## config.mk

```make
export PLATFORM = sky130hd
export DESIGN_NAME = residual_extractor
export DESIGN_NICKNAME = d
export VERILOG_FILES = /design/src/rtl/residual_extractor.sv
export SDC_FILE = /design/constraint.sdc
export NUM_CORES = 1
export LEC_CHECK = 0
export BUFFER_PORTS_ARGS = -buffer_cell sky130_fd_sc_hd__buf_2
export CAP_MARGIN = 30
export CORE_UTILIZATION = 50
export CTS_BUF_LIST = sky130_fd_sc_hd__clkbuf_16
export DETAILED_ROUTE_END_ITERATION = 10
export PLACE_DENSITY = 0.82
export SYNTH_ARGS = -nofsm -noshare
export SYNTH_HDL_FRONTEND = slang
export SYNTH_SLANG_ARGS = --single-unit
```

## constraint.sdc

```tcl
create_clock -name i_clk -period 3.6 [get_ports i_clk]
set_input_delay 0.72 -clock i_clk [delete_from_list [all_inputs] [get_ports i_clk]]
set_output_delay 0.72 -clock i_clk [all_outputs]
set_load 0.05 [all_outputs]
```

## src/rtl/residual_extractor.sv

```systemverilog
// Block-averages a 12-bit ADC stream over 2^LOG2_N samples, subtracts a setpoint from the
// scaled mean and emits a saturated signed 16-bit residual with a one-cycle strobe per window.
module residual_extractor #(
  parameter int unsigned LOG2_N = 3,
  parameter int unsigned SHIFT  = 4
) (
  input  logic              i_clk,
  input  logic              i_reset_n,
  input  logic              i_clear,
  input  logic              i_sample_valid,
  input  logic [11:0]       i_sample,
  input  logic [15:0]       i_setpoint,
  output logic [15:0]       o_res,
  output logic              o_en,
  output logic              o_sat,
  output logic [LOG2_N-1:0] o_cnt
);

  localparam int unsigned AccW = 12 + LOG2_N;
  localparam int unsigned DiffW = 18;
  localparam logic [LOG2_N-1:0] CntLast = {LOG2_N{1'b1}};
  localparam logic signed [DiffW-1:0] ResMax = 18'sd32767;
  localparam logic signed [DiffW-1:0] ResMin = -18'sd32768;

  // Accumulator state
  logic [AccW-1:0]   r_acc;
  logic [LOG2_N-1:0] r_cnt;

  // Pipeline state
  logic [AccW-1:0]         r_sum;
  logic                    r_p1;
  logic signed [DiffW-1:0] r_diff;
  logic                    r_p2;

  // Output registers
  logic [15:0] r_res;
  logic        r_en;
  logic        r_sat;

  logic [AccW-1:0]         w_acc_sum;
  logic                    w_win_end;
  logic [11:0]             w_mean;
  logic [DiffW-1:0]        w_scaled;
  logic signed [DiffW-1:0] w_diff;
  logic                    w_sat_pos;
  logic                    w_sat_neg;

  assign w_acc_sum = r_acc + {{LOG2_N{1'b0}}, i_sample};
  // clear wins over a coincident sample, so no window end can be generated alongside it
  assign w_win_end = i_sample_valid && !i_clear && (r_cnt == CntLast);

  // Truncating mean: the upper 12 bits of the window sum
  assign w_mean    = r_sum[AccW-1:LOG2_N];
  assign w_scaled  = {{(DiffW - 12){1'b0}}, w_mean} << SHIFT;
  assign w_diff    = $signed(w_scaled) - $signed({2'b00, i_setpoint});

  assign w_sat_pos = (r_diff > ResMax);
  assign w_sat_neg = (r_diff < ResMin);

  always_ff @(posedge i_clk or negedge i_reset_n) begin
    if (!i_reset_n) begin
      r_acc <= '0;
      r_cnt <= '0;
      r_sum <= '0;
      r_p1  <= 1'b0;
    end else begin
      r_p1 <= w_win_end;
      if (i_clear) begin
        r_acc <= '0;
        r_cnt <= '0;
      end else if (i_sample_valid) begin
        if (r_cnt == CntLast) begin
          r_sum <= w_acc_sum;
          r_acc <= '0;
          r_cnt <= '0;
        end else begin
          r_acc <= w_acc_sum;
          r_cnt <= r_cnt + 1'b1;
        end
      end
    end
  end

  // Stage 1 samples the setpoint in the cycle after the window end
  always_ff @(posedge i_clk or negedge i_reset_n) begin
    if (!i_reset_n) begin
      r_diff <= '0;
      r_p2   <= 1'b0;
    end else begin
      r_p2 <= r_p1;
      if (r_p1) begin
        r_diff <= w_diff;
      end
    end
  end

  always_ff @(posedge i_clk or negedge i_reset_n) begin
    if (!i_reset_n) begin
      r_res <= '0;
      r_sat <= 1'b0;
      r_en  <= 1'b0;
    end else begin
      r_en <= r_p2;
      if (r_p2) begin
        if (w_sat_pos) begin
          r_res <= 16'h7fff;
          r_sat <= 1'b1;
        end else if (w_sat_neg) begin
          r_res <= 16'h8000;
          r_sat <= 1'b1;
        end else begin
          r_res <= r_diff[15:0];
          r_sat <= 1'b0;
        end
      end
    end
  end

  assign o_res = r_res;
  assign o_en  = r_en;
  assign o_sat = r_sat;
  assign o_cnt = r_cnt;

endmodule

```

==> metrics.md, run 1 <==
| Metric | Value |
|---|---|
| Final WS setup | `around 1.3 ns` |
| Area after DPL | `4330 um2` |
| DP HPWL | `5.64 mm` |
| P&R area growth vs syn | `16.2%` |
| Share of layout cells above drive strength 1 | `0.233` |
| Final wirelength | `7.93 mm` |
| Root Buffer | `clkbuf_16` |
| Vias | `3171` |
| CTS tree | `yes` |
| ANT cells | `0` |
| CTS Hold Buffers Added | `0` |
| Final Max Tran Viols | `0` |
| Post-synth top cells | `dfrtp_1 (67), nand2_1 (49), a21oi_1 (40)` |
| Final setup fails | `0` |
| Area leader, netlist | `dfrtp_1` |
| Final TNS setup | `0 ns` |
| Boundary Pins | `53` |
| CP Max Fanout | `3` |
| Crit-path slowest cell | `fa_1` |
| First-pass GRT wire length | `14.0 mm` |
| Count leader, synth | `dfrtp_1` |
| Async set-reset flop share out of synthesis | `1.00` |
| Final Wtd Congestion | `0.877` |
| Wire per inst | `~14 um` |
| Synth Area per Inst | `9.50 um2` |
| Tcrit/Tclk final | `0.637` |
| PwrDens | `439 nW/um2` |
| Setup clock skew after layout | `between 0.009 and 0.01 ns` |
| Num CTS Buffers | `9` |
| Fin nets | `532` |
| Clock transition at the registers of the reported paths | `0.05 ns` |
| Postcts setup bufs | `0` |
| Static leakage | `between 0.002 and 0.0025 uW` |
| Total die area | `8360 um2` |
| Worst endpoint required time | `3.79 ns` |
| Initial antenna violation count | `0` |
| Multi-input logic area | `roughly 2200 um2` |
| Syn nets | `481` |
| DR vias/cell | `5.49` |
| Max H-tree Level | `3` |
| GRT Overall Usage | `0.211` |
| Worst-Margin Slew | `0.859 ns` |
| Final Critical Period | `2.29 ns` |
| Crit path max-delay family | `compound AO/OA/AOI/OAI gates` |
| Die Ht | `roughly 91 um` |
| Die Wd | `91.5 um` |
| Largest net degree at the start of global routing | `68` |
| Total gr overflow | `0` |
| Fin. Hold Viols | `0` |
| # fillers | `approximately 630` |
| FF+latch area | `1680 um2` |
| Endpoint class of the critical path | `register` |
| Max_cap viols | `0` |
| Clock Sinks | `67` |
| Prevailing post-synth register cell | `dfrtp_1` |
| VDD IR-drop max | `0.265 mV` |
| Arrival @ worst endpoint | `2.48 ns` |
| CP Buf/Inv Count | `2` |
| FMAX | `436 MHz` |
| Yosys warns | `0` |
| Number of buffers added on ports | `52` |
| Post-Syn Area | `~4000 um2` |
| Yosys top cell area share | `0.419` |
| Final instance area | `between 4000 and 5000 um2` |
| Core box area | `around 7700 um2` |
| Reg2Reg Setup Slack | `1.42 ns` |
| Worst hold path type | `reg2reg` |
| Synthesis-stage register bit count | `67` |
| Vias in the first global route | `3152` |
| Remaining routing DRC violations | `0` |
| Seq/Total Area, Yosys | `0.419` |
| Synth area leaders | `dfrtp_1 (42%), ha_1 (8.4%), mux2_2 (6.8%)` |
| CP Cell Sequence | `buf_2, ha_1, inv_1, fa_1, nor2b_1, o211ai_1, a31o_1, a211oi_2, xnor2_1, o21ai_1` |
| Post-placement setup slack | `0.972 ns` |
| # rows | `32` |
| Post-route ant nets | `0` |
| EDFF count, synth | `0` |
| Worst slew margin | `0.427` |
| Worst path max stage delay | `0.40 ns` |
| Status | `completed` |
| Post-Syn Instances | `about 420` |
| Clock Path Buffers | `2` |
| Startpoint types | `input pin` |
| 1st-iter DRT viols | `126` |
| CTS resizes | `0` |
| Clk_lat worst skew | `roughly 0.33 ns` |
| Starting Density | `0.518` |
| RSZ-0062 raised after global routing | `no` |
| Synth unique cells | `52` |
| DRT Pass-1 Iters | `4` |
| Crit Path Class | `in2reg` |
worst min-delay path: stages, from the launching register on:
cell     delay, ns
dfrtp_1       0.34
nand2_1       0.05
o31ai_1       0.05
cell usage in the layout (no fill, tap or decap), drive strengths merged, types with 3 or more instances in the layout:
master / netlist / final
o21ai: 29 / 29
nor3: 3 / 3
a21boi: 3 / 3
inv: 22 / 23
a211oi: 4 / 4
mux2: 24 / 24
dfrtp: 67 / 67
nor4: 3 / 3
nor2b: 4 / 4
o22ai: 3 / 3
nand2: 49 / 49
o211ai: 5 / 5
buf: 3 / 55
a21oi: 44 / 44
o21a: 5 / 5
or3: 3 / 3
nand3: 7 / 7
xor2: 10 / 10
o31ai: 4 / 4
a31o: 4 / 4
xnor2: 11 / 11
and2: 4 / 4
ha: 27 / 27
nor2: 39 / 39
clkbuf: 12 / 9
a21o: 8 / 8
path summary, 6_finish.rpt:
path,depth (start not counted),to,start
hold reg to reg,2,r_sum[7],r_sum[7]
setup / recovery,10,r_sum[14],i_sample[0]
max in group asynchronous,2,r_acc[3],i_reset_n
min in group asynchronous,2,o_res[0],i_reset_n
hold / removal,2,r_sum[7],r_sum[7]
setup reg to reg,9,r_sum[14],r_acc[0]
kinds of logic after synthesis:
kind of cell | after synthesis | share of synthesized area
AND/OR/NAND/NOR | 122 | 0.139
AO/OA/AOI/OAI | 120 | 0.194
flip-flops | 67 | 0.419
buffers and inverters | 37 | 0.0400
adder cells (fa/ha/maj) | 28 | 0.0894
multiplexers | 26 | 0.0725
XOR/XNOR | 21 | 0.0460
power by group:
group / leakage, uW / internal, uW / total [uW] / switching, uW
sequential: 0.000889 / 783 / 809 / 26.0
combinational: 0.00130 / 126 / 307 / 181
clock: 0.000152 / 604 / 927 / 323
sequential cells by signal (all words and copies together) (netlist names):
name	cells
r_diff	17
o_res	16
r_acc	15
r_sum	12
o_cnt	3
o_en	1
o_sat	1
r_p1	1
r_p2	1
routing by layer:
layer  wire length [um]  track usage
met1               3530        0.257
met2               3940        0.361
met5                  0            0
met3                334       0.0561
met4                119       0.0675
cell type report:
| type | instances | area share |
|---|---|---|
| well taps | 102 | 0.0274 |
| repair buffers | 55 | 0.0608 |
| inverters | 22 | 0.0178 |
| clock inverters | 6 | 0.0194 |
| multi-input cells | 317 | 0.466 |
| flip-flops and latches | 67 | 0.361 |
| clock buffers | 9 | 0.0484 |
through the flow:
| stage | util | hold WS [ns] | cells | power (uW) |
|---|---|---|---|---|
| 5_1_grt | 0.602 | 0.515 | 578 | 2140 |
| 3_3_place_gp | 0.561 | 0.469 | 563 | 1110 |
| 4_1_cts | 0.602 | 0.486 | 578 | 2060 |
| 6_report | 0.602 | 0.480 | 578 | 2040 |
| 2_1_floorplan | - | 0.352 | 421 | 1030 |
| 3_5_place_dp | 0.561 | 0.474 | 563 | 1120 |
(Power assumes the default switching activity.)
==> run 2: changes to the inputs <==
clock period = 2.2 ns   (was 3.6 ns; I/O delays follow)
==> metrics.md, run 2 (same netlist as run 1, synthesis figures left out) <==
| Metric | Value |
|---|---|
| Share of layout cells above drive strength 1 | `0.268 (+0.0351)` |
| Boundary Pins | `53 (unchanged)` |
| Tot Pwr | `3380 uW (+65%)` |
| DP HPWL | `6.05 mm (+7.2%)` |
| Final setup fails | `0 (unchanged)` |
| Remaining routing DRC violations | `0 (unchanged)` |
| RSZ-0062 raised after global routing | `yes` |
| Crit-path slowest cell | `dfrtp_1` |
| PwrDens | `704 nW/um2 (+60%)` |
| Crit path max-delay family | `compound AO/OA/AOI/OAI gates` |
| GRT Overall Usage | `0.225 (+0.0143)` |
| Final Hold Slack | `0.0956 ns (-0.385 ns)` |
| P&R area growth vs syn | `20.0%` |
| Worst slew margin | `0.421 (-0.00633)` |
| Final Critical Period | `around 2.1 ns` |
| DRT Pass-1 Iters | `4 (unchanged)` |
| Final Max Tran Viols | `0 (unchanged)` |
| Clk_lat worst skew | `0.33 ns (about the same)` |
| Flip-flop count of the largest register after layout | `17 (unchanged)` |
| Fin. Hold Viols | `0 (unchanged)` |
| CP Cell Sequence | `ha_2, inv_2, fa_2, nor2b_2, o211ai_1, a31o_1, a211oi_4, xnor2_1, o21ai_1` |
| Reg2reg path depth | `9 (unchanged)` |
| Tcrit/Tclk final | `0.969` |
| First-pass GRT wire length | `14.8 mm (+6.1%)` |
| # rows | `32 (unchanged)` |
| Number of buffers added on ports | `52 (unchanged)` |
| Clock transition at the registers of the reported paths | `0.05 ns (about the same)` |
| FMAX | `469 MHz` |
| Total die area | `8360 um2 (unchanged)` |
| Worst path max stage delay | `0.37 ns (-0.03 ns)` |
| Arrival @ worst endpoint | `2.34 ns (-0.14 ns)` |
| Num CTS Buffers | `9 (unchanged)` |
| Max H-tree Level | `3 (unchanged)` |
| Largest Register | `r_diff` |
| Vias | `3226 (+1.7%)` |
| VDD IR-drop max | `0.475 mV (+79%)` |
| Clock Sinks | `67 (unchanged)` |
| Setup clock skew after layout | `0.00394 ns (-0.00512 ns)` |
| Largest net degree at the start of global routing | `44 (-35%)` |
| Worst endpoint required time | `2.41 ns (-1.38 ns)` |
| DR vias/cell | `5.43 (-1.0%)` |
| Crit Path Class | `reg2reg` |
| CTS Hold Buffers Added | `0 (unchanged)` |
| Die Ht | `91.5 um (unchanged)` |
| Worst hold path type | `in2async` |
| Reg2Reg Setup Slack | `0.07 ns (-1.35 ns)` |
| Die Wd | `91.5 um (unchanged)` |
| 1st-iter DRT viols | `116 (-7.9%)` |
| Root Buffer | `clkbuf_16` |
| Startpoint types | `register` |
| Wire per inst | `14.1 um (+2.8%)` |
| Clock Path Buffers | `2 (unchanged)` |
| CP Buf/Inv Count | `1 (-1)` |
| Fin nets | `548 (+3.0%)` |
| Core box area | `7730 um2 (unchanged)` |
| ANT cells | `0 (unchanged)` |
| Endpoint class of the critical path | `register` |
| Total gr overflow | `0 (unchanged)` |
| Max_cap viols | `0 (unchanged)` |
| Initial antenna violation count | `0 (unchanged)` |
| Status | `completed` |
| Most common cell after layout, fill and taps aside | `dfrtp_1` |
| Worst-Margin Slew | `0.869 ns (+0.00950 ns)` |
| CTS tree | `yes` |
| Final Wtd Congestion | `0.865 (-1.4%)` |
| Vias in the first global route | `3276 (+3.9%)` |
| Critical R2R Capture | `r_sum[14]` |
| Final wirelength | `8.38 mm (+5.7%)` |
| Starting Density | `0.518 (unchanged)` |
| Static leakage | `0.00242 uW (+3.2%)` |
| Most frequent cells in the layout | `dfrtp_1 (67), buf_2 (52), nand2_1 (49)` |
| Post-route ant nets | `0 (unchanged)` |
| R2r startpoint | `r_acc[0]` |
| CP Max Fanout | `3 (unchanged)` |
run 2: metal layers:
metal  vias up  GRT usage  part of all wire
met5         -          0                 0
met3        17     0.0570             0.046
li1       1617          -                 -
met1      1504      0.265              0.44
met2        88      0.397              0.50
met4         0     0.0741             0.014
run 2: worst max-delay path by stage:
stage / depth (start not counted) / slack (ns) / endpoint / from
after global placement: 10 / -0.07 / r_sum[8] / i_sample[0]
final: 9 / 0.07 / r_sum[14] / r_acc[0]
after global routing: 9 / -0.05 / r_sum[14] / r_acc[0]
after CTS: 9 / 0.009 / r_sum[14] / r_acc[0]
after detailed placement: 10 / -0.19 / r_sum[14] / i_sample[0]
after floorplan: 9 / 0.11 / r_sum[14] / i_sample[0]
run 2: repair_timing:
action                                 CTS  global route
pin swaps                                4             7
endpoints found under the hold margin    0             0
buffers inserted                         0             1
resized for setup                        2             7
setup endpoints to repair                1             6
run 2: metrics by stage:
step	cell area [um2]	setup WS (ns)	std cells	TNS, ns	utilization
after detailed placement	4460	-0.192	578	-0.779	0.577
after global placement	4460	-0.0681	578	-0.192	0.577
after global routing	4800	-0.0541	594	-0.0890	0.621
after CTS	4780	0.00917	593	0	0.619
final	4800	0.0685	594	0	0.621
after floorplan	4000	0.109	421	0	-
run 2: where the power goes:
part	total [uW]	leakage (uW)	internal, uW	switching (uW)
clock	1510	0.000152	988	525
sequential	1320	0.000889	1280	42.1
combinational	545	0.00138	235	310
run 2: final cells by class:
type	instances	area (um2)
well taps	102	128
multi-input cells	317	2180
inverters	22	82.6
clock inverters	6	90.1
flip-flops and latches	67	1680
clock buffers	9	225
repair buffers	71	415
fillers	625	2930
run 2: worst register-to-register path: cells and delay by family (launching register included):
family                     cells  cell delay [ns]
and+or+nand+nor                1             0.14
adders and majority gates      2             0.54
DFF                            1             0.37
xor gates and xnor gates       1             0.15
AOI/OAI and AO/OA              4             0.78
buffers and inverters          1             0.04
